### src/rtl/shift_sample_capture.sv
// Multi-channel serial sampler: shifts CHANNELS inputs over a DEPTH-sample window,
// snapshots them with per-channel transition counts, and hands off over VALID/ACK.

module ssc_lane #(
  parameter int DEPTH = 8,
  parameter int CW    = 3
) (
  input  logic             CLK,
  input  logic             RST,
  input  logic             sin,
  input  logic             shift_en,
  input  logic             clr,
  input  logic             snap,
  output logic [DEPTH-1:0] data,
  output logic [CW-1:0]    trans
);
  logic [DEPTH-1:0] sr;
  logic [DEPTH-1:0] nxt;
  logic [CW-1:0]    tr;

  assign nxt = {sr[DEPTH-2:0], sin};

  // Count adjacent-bit changes in the word that the snapshot will capture.
  always_comb begin
    tr = '0;
    for (int i = 0; i < DEPTH-1; i++)
      tr = tr + CW'(nxt[i] ^ nxt[i+1]);
  end

  always_ff @(posedge CLK or posedge RST) begin
    if (RST) begin
      sr    <= '0;
      data  <= '0;
      trans <= '0;
    end else begin
      if (clr)           sr <= '0;
      else if (shift_en) sr <= nxt;
      if (snap) begin
        data  <= nxt;
        trans <= tr;
      end
    end
  end
endmodule

module shift_sample_capture #(
  parameter int DEPTH    = 8,
  parameter int CHANNELS = 2
) (
  input  logic                         CLK,
  input  logic                         RST,
  input  logic [CHANNELS-1:0]          SHIFT_IN,
  input  logic                         ARM,
  input  logic                         ABORT,
  input  logic                         CONT,
  input  logic                         ACK,
  output logic [CHANNELS*DEPTH-1:0]    DATA_OUT,
  output logic [CHANNELS*$clog2(DEPTH)-1:0] TRANS_OUT,
  output logic                         VALID,
  output logic                         BUSY,
  output logic                         OVERRUN
);
  localparam int CW = $clog2(DEPTH);

  typedef enum logic [1:0] {S_IDLE, S_FILL, S_HOLD} state_t;

  state_t        state, state_n;
  logic [CW-1:0] cnt, cnt_n;
  logic          valid_n, ovr_n;
  logic          shift_en, clr, snap;

  logic [CHANNELS-1:0][DEPTH-1:0] data_a;
  logic [CHANNELS-1:0][CW-1:0]    trans_a;

  for (genvar c = 0; c < CHANNELS; c++) begin : g_lane
    ssc_lane #(.DEPTH(DEPTH), .CW(CW)) u_lane (
      .CLK      (CLK),
      .RST      (RST),
      .sin      (SHIFT_IN[c]),
      .shift_en (shift_en),
      .clr      (clr),
      .snap     (snap),
      .data     (data_a[c]),
      .trans    (trans_a[c])
    );
  end

  assign DATA_OUT  = data_a;
  assign TRANS_OUT = trans_a;
  assign BUSY      = (state == S_FILL);

  always_ff @(posedge CLK or posedge RST) begin
    if (RST) begin
      state   <= S_IDLE;
      cnt     <= '0;
      VALID   <= 1'b0;
      OVERRUN <= 1'b0;
    end else begin
      state   <= state_n;
      cnt     <= cnt_n;
      VALID   <= valid_n;
      OVERRUN <= ovr_n;
    end
  end

  always_comb begin
    state_n  = state;
    cnt_n    = cnt;
    valid_n  = VALID;
    ovr_n    = OVERRUN;
    shift_en = 1'b0;
    clr      = 1'b0;
    snap     = 1'b0;
    if (ABORT) begin
      state_n = S_IDLE;
      cnt_n   = '0;
      clr     = 1'b1;
      valid_n = 1'b0;
      ovr_n   = 1'b0;
    end else begin
      case (state)
        S_IDLE: if (ARM) begin
          state_n = S_FILL;
          cnt_n   = '0;
          clr     = 1'b1;
        end
        S_FILL: begin
          shift_en = 1'b1;
          cnt_n    = cnt + CW'(1);
          if (ACK) valid_n = 1'b0;
          if (cnt == CW'(DEPTH-1)) begin
            // An ACK on the snapshot edge consumes the old word, so no overrun.
            snap    = 1'b1;
            valid_n = 1'b1;
            cnt_n   = '0;
            if (VALID && !ACK) ovr_n = 1'b1;
            if (CONT) clr = 1'b1;
            else      state_n = S_HOLD;
          end
        end
        S_HOLD: if (ACK) begin
          state_n = S_IDLE;
          valid_n = 1'b0;
        end
        default: state_n = S_IDLE;
      endcase
    end
  end
endmodule
### config.mk
export PLATFORM = sky130hd
export DESIGN_NAME = shift_sample_capture
export DESIGN_NICKNAME = d
export VERILOG_FILES = /design/src/rtl/shift_sample_capture.sv
export SDC_FILE = /design/constraint.sdc
export NUM_CORES = 1
export LEC_CHECK = 0
export CAP_MARGIN = 20
export CORE_ASPECT_RATIO = 0.7
export CORE_MARGIN = 2
export CORE_UTILIZATION = 35
export DETAILED_ROUTE_END_ITERATION = 6
export HOLD_SLACK_MARGIN = 0.06
export RECOVER_POWER = 50
export SKIP_LAST_GASP = 1
export SLEW_MARGIN = 20
export SYNTH_ARGS = -nofsm -noshare
export SYNTH_HDL_FRONTEND = slang
export SYNTH_SLANG_ARGS = --single-unit
### constraint.sdc
create_clock -name CLK -period 3.75 [get_ports CLK]
set_input_delay 0.75 -clock CLK [delete_from_list [all_inputs] [get_ports CLK]]
set_output_delay 0.75 -clock CLK [all_outputs]
set_load 0.01 [all_outputs]
Yosys cells after proc, flatten, opt, wreduce, memory -nomap -nowiden. Index checks and enable logic that the tools add are counted.

$add $sub $neg: 13. Multiply operators: 0. Divide/modulo/power cells: 0. Magnitude comparators: 0. Equal/unequal tests: 7. Shift-type cells: 0. Multiplexer cells: 32. Bitwise operators: 14. Reduce and logical (&&, ||, !) cells: 12.

Operators by type and width (count): 3-bit adder (12); 7-bit 2-to-1 mux (4); 1-bit 2-to-1 mux (16); 1-bit bitwise XOR (14); 2-bit 2-to-1 mux (5); 3-bit 2-to-1 mux (3); 3-bit inequality test (second input constant) (3); 2-bit nonzero test (4); 2-bit case mux with 3 select lines (1); 3-bit case mux with 2 select lines (1); 3-bit nonzero test (2); 1-bit case mux with 2 select lines (2); 4-bit AND reduction (1); 3-bit by 1-bit adder with 3-bit output (second input constant) (1); 3-bit == test (second input constant) (1); 3-bit by 2-bit inequality test with 1-bit output (second input constant) (1); 3-bit AND reduction (1); 2-bit by 1-bit == test with 1-bit output (second input constant) (1); 2-bit == test (second input constant) (1); 2-bit zero test (1); 2-bit AND reduction (1); 1-bit logical AND (1); 1-bit zero test (1).

Flip-flop bits (word level): 43. Latch bits: 0. Bits in writable memories: 0. Bits in read-only memories: 0. Bits of input ports: 8. Output and inout bits: 25. Word-level logic and storage cells: 88. Memories: 0.

Longest topological paths before layout.
Depth in word-level cells: 7. Depth in mapped cells: 7. Mapped depth without buffers: 7.

Cells and area by module. Synthesis repeated with hierarchy kept, for this count alone.

Cells, all modules: 159. Area total of the unflattened synthesis: 2195.9 µm².

Modules (own cells, without submodules): ssc_lane (times used 2, cells an instance 60, area an instance 883.3 µm², sequential area each 450.4 µm²); shift_sample_capture (times used 1, cells an instance 39, area an instance 429.2 µm², sequential area each 175.2 µm²).

Worst setup path after synthesis. Ideal clock, no wire load.

Path kind: input-to-reg. Start: in SHIFT_IN[0]. End: reg g_lane[0].u_lane.trans[1]. Setup time: 125 ps. Arrival: 3071 ps. Data required time: 3625 ps. Path slack: 554 ps. Cell stages on the path: 7. Buffers on the path: 0. Cells stage by stage: xnor2_1 fa_1 fa_1 inv_1 fa_1 fa_1 mux2_2.

Longest elaborated chain between the ends: 7.

Ends and longest elaborated chain: start, declared (RTL line 52) `input logic [CHANNELS-1:0] SHIFT_IN,`; 1-bit bitwise XOR (RTL line 27) `tr = tr + CW'(nxt[i] ^ nxt[i+1]);`; 3-bit adder (6 in series) (RTL line 27); net g_lane[0].u_lane.tr[1] (RTL line 19) `logic [CW-1:0] tr;`; end signal, assigned (RTL line 40) `trans <= tr;`; end, declared (RTL line 15) `output logic [CW-1:0] trans`.

The timed path passes the listed nets, and every way through them passes these cells. A chain may end at the register's enable or synchronous reset.

Worst setup path in the final report.
Start: in SHIFT_IN[1]. End: reg g_lane[1].u_lane.trans[1].

Longest elaborated chain between the ends: 7.

Ends and longest elaborated chain (RTL line): 1-bit bitwise XOR (27); 3-bit adder (6 in series) (27); net g_lane[1].u_lane.tr[1] (19); end signal, assigned (40); end, declared (15).

The timed path passes the listed nets, and every way through them passes these cells.

==> results.sh <==
export IMPL_status="finished clean"
export IMPL_rsz0062_at_grt="false"
export IMPL_areaGrowthSynthToFinish_pct=23.6
export IMPL_synth_seq_area_share_pct=51.3
export IMPL_drv_cap=0
export IMPL_path_clk_slew_ns=0.08
export IMPL_maxSlewHeadroom_pct=32.0
export IMPL_first_iter_violations=50
export IMPL_ant_nets=0
export IMPL_post_route_period_util_pct=92.2
export IMPL_powerDensity_nw_per_um2=324
export IMPL_postCtsSetupBuffers=0
export IMPL_nets=224
export IMPL_power_uw=840
export IMPL_crit_path_start_kind="primary input"
export IMPL_holdPathStages=1
export IMPL_htreeDepth=2
export IMPL_fin_tns_setup_ns=0
export IMPL_first_pass_iters=4
export IMPL_synthesis_nets=189
export IMPL_die_area_um2=6640
export IMPL_synth_distinct_cells=28
export IMPL_crit_path_end_kind="register"
export IMPL_overflow=0
export IMPL_synth_cells=171
export IMPL_max_stage_delay_ns=0.54
export IMPL_top_level_ports=33
export IMPL_final_cell_mix="dfrtp_1 (43), nand2_1 (28), mux2_2 (22), clkdlybuf4s50_1 (22)"
export IMPL_hold_path_class="register to register"
export IMPL_cpLargestDelayFamily="adder cells"
export IMPL_layout_commonest_cell="dfrtp_1"
export IMPL_r2r_end="g_lane[0].u_lane.trans[1]$_DFFE_PP0P_"
export IMPL_fin_area_um2=2590
export IMPL_cp_buffers_inverters=2
export IMPL_r2r_setup_slack_ns=0.71
export IMPL_wl_mm=3.89
export IMPL_final_fill_count=553
export IMPL_core_area_um2=5760
export IMPL_placed_cell_area_um2=2500
export IMPL_vias=1320
export IMPL_fin_skew_ns=0.0117
export IMPL_yosys_register_bits=43
export IMPL_yosysWarnings=0
export IMPL_cts_sinks=43
export IMPL_fp_dieH_um=68.8
export IMPL_syn_avg_cell_area_um2=12.3
export IMPL_max_freq_mhz=289
export IMPL_wl_per_cell_um=13.8
export IMPL_ctsResizeCount=0
export IMPL_clk_latency_ns=0.30
export IMPL_crit_type="primary input to register"
export IMPL_antenna_cells=0
export IMPL_ir_drop_uv=208
export IMPL_preCtsSetupSlack_ns=-0.0500
export IMPL_setup_violations_final=0
export IMPL_worst_slack_ns=0.291
export IMPL_gp_congestion=0.755
export IMPL_io_buffers=32
export IMPL_grt_use_total_pct=12.8
export IMPL_timing_final_crit_period_ns=3.46
export IMPL_routed_via_density=4.68
export IMPL_hold_slack_ns=0.509
export IMPL_grt_first_pass_wirelength_mm=6.38
export IMPL_grt_start_max_net_pins=26
export IMPL_route_detailed_drc=0
export IMPL_rr_startpoint="g_lane[0].u_lane.sr[0]$_DFFE_PP0P_"
export IMPL_antenna_found_initial=0
export IMPL_slew_violations=0
export IMPL_crit_chain="clkdlybuf4s50_1, xnor2_1, fa_1, fa_1, inv_1, fa_1, fa_1, mux2_2"
export IMPL_numCtsBuffers=5
export IMPL_startpoint="SHIFT_IN[1]"
export IMPL_cp_max_fo=3
export IMPL_cp_required_ns=3.93
export IMPL_grt_pass1_vias=1312
export IMPL_cts_tree="yes"
export IMPL_holdPathEnd="g_lane[1].u_lane.data[0]$_DFFE_PP0P_"
export IMPL_finalHoldViolations=0
export IMPL_worstMarginPinSlew_ns=1.02
export IMPL_leakagePower_uw=0.00118
export IMPL_slowest_stage="fa_1"
export IMPL_crit_top_cell="fa_1"
export IMPL_worst_ep_arrival_time_ns=3.64
export IMPL_die_x_um=96.5
export IMPL_clk_path_buf_depth=2
export IMPL_hold_buffers=0
export IMPL_netlist_area_um2=2100
export IMPL_layout_drive_gt1_share_pct=22.7
export IMPL_reg2reg_depth=7
export IMPL_fp_row_count=23
export IMPL_hpwlAfterDp_mm=2.68
export IMPL_initial_core_util_pct=36.5
export IMPL_hold_start="g_lane[1].u_lane.data[0]$_DFFE_PP0P_"
export IMPL_clockRootBuffer="clkbuf_8"
layer usage:
metal  vias to the layer above  wire (um)  global-route usage [%]
met5                         -          0                       0
met3                         5        240                    3.91
met1                       640       2080                    18.7
met4                         0         36                    4.23
li1                        639          -                       -
met2                        36       1530                    18.1
Yosys cell counts (all sizes together):
library cell	instances	area share, %
o21ai	1	0.24
buf	5	2.1
nand3b	1	0.36
dfrtp	43	51
nor4bb	1	0.48
inv	9	1.7
a21oi	14	5.1
xor2	4	1.7
nand2	28	5.0
xnor2	10	4.2
nor3b	1	0.36
mux2	22	12
clkbuf	3	0.54
a21bo	1	0.48
and3b	1	0.42
a2bb2oi	1	0.42
mux2i	2	0.95
a22oi	3	1.1
a311o	1	0.48
nand2b	1	0.66
ha	2	1.2
nor3	1	0.24
o21bai	1	0.36
fa	8	7.6
nor2	7	1.3
how the worst max path moves through the flow:
stage                     slack, ns  cells after the start                                    end
final                          0.29                      8  g_lane[1].u_lane.trans[1]$_DFFE_PP0P_
after detailed placement      -0.05                      8  g_lane[1].u_lane.trans[1]$_DFFE_PP0P_
after floorplan                0.55                      7  g_lane[0].u_lane.trans[1]$_DFFE_PP0P_
after global routing           0.21                      8  g_lane[0].u_lane.trans[1]$_DFFE_PP0P_
after CTS                      0.29                      8  g_lane[1].u_lane.trans[1]$_DFFE_PP0P_
after global placement         0.03                      8  g_lane[1].u_lane.trans[1]$_DFFE_PP0P_
state kept, by name (all words and copies together) (netlist names):
signal               flops
g_lane.u_lane.trans      6
state                    2
VALID                    1
cnt                      3
g_lane.u_lane.sr        14
OVERRUN                  1
g_lane.u_lane.data      16
through the flow:
| step | instances | util, % |
|---|---|---|
| after global placement | 274 | 43.5 |
| after floorplan | 171 | - |
| after detailed placement | 274 | 43.5 |
| after CTS | 282 | 45.1 |
| after global routing | 282 | 45.0 |
| final | 282 | 45.0 |
power breakdown:
group,total (uW),switching [uW],internal [uW]
Sequential,471,4.91,466
Clock,308,175,133
Combinational,60.8,38.9,21.8
Total,840,218,621
cells by family (layout without fill, tap and decap cells):
kind of cell    after synthesis  count (layout)  share of synthesized area [%]
compound gates               22              22                           8.17
xor+xnor                     14              14                           5.84
fa+ha+maj                    10              10                           8.82
buf+inv                      17              53                           4.35
flops                        43              43                           51.3
mux                          24              24                           12.8
simple gates                 41              41                           8.77
area by class of cell:
class                           instances  area [um2]  share of cell area [%]
Sequential cell                        43        1080                    41.5
Inverter                                9        36.3                    1.40
Timing Repair Buffer                   36         347                    13.4
Multi-Input combinational cell        111         946                    36.5
Clock inverter                          3        25.0                   0.965
Tap cell                               75        93.8                    3.62
Clock buffer                            5        68.8                    2.65
Note: power is estimated with default switching activity, not from simulation.
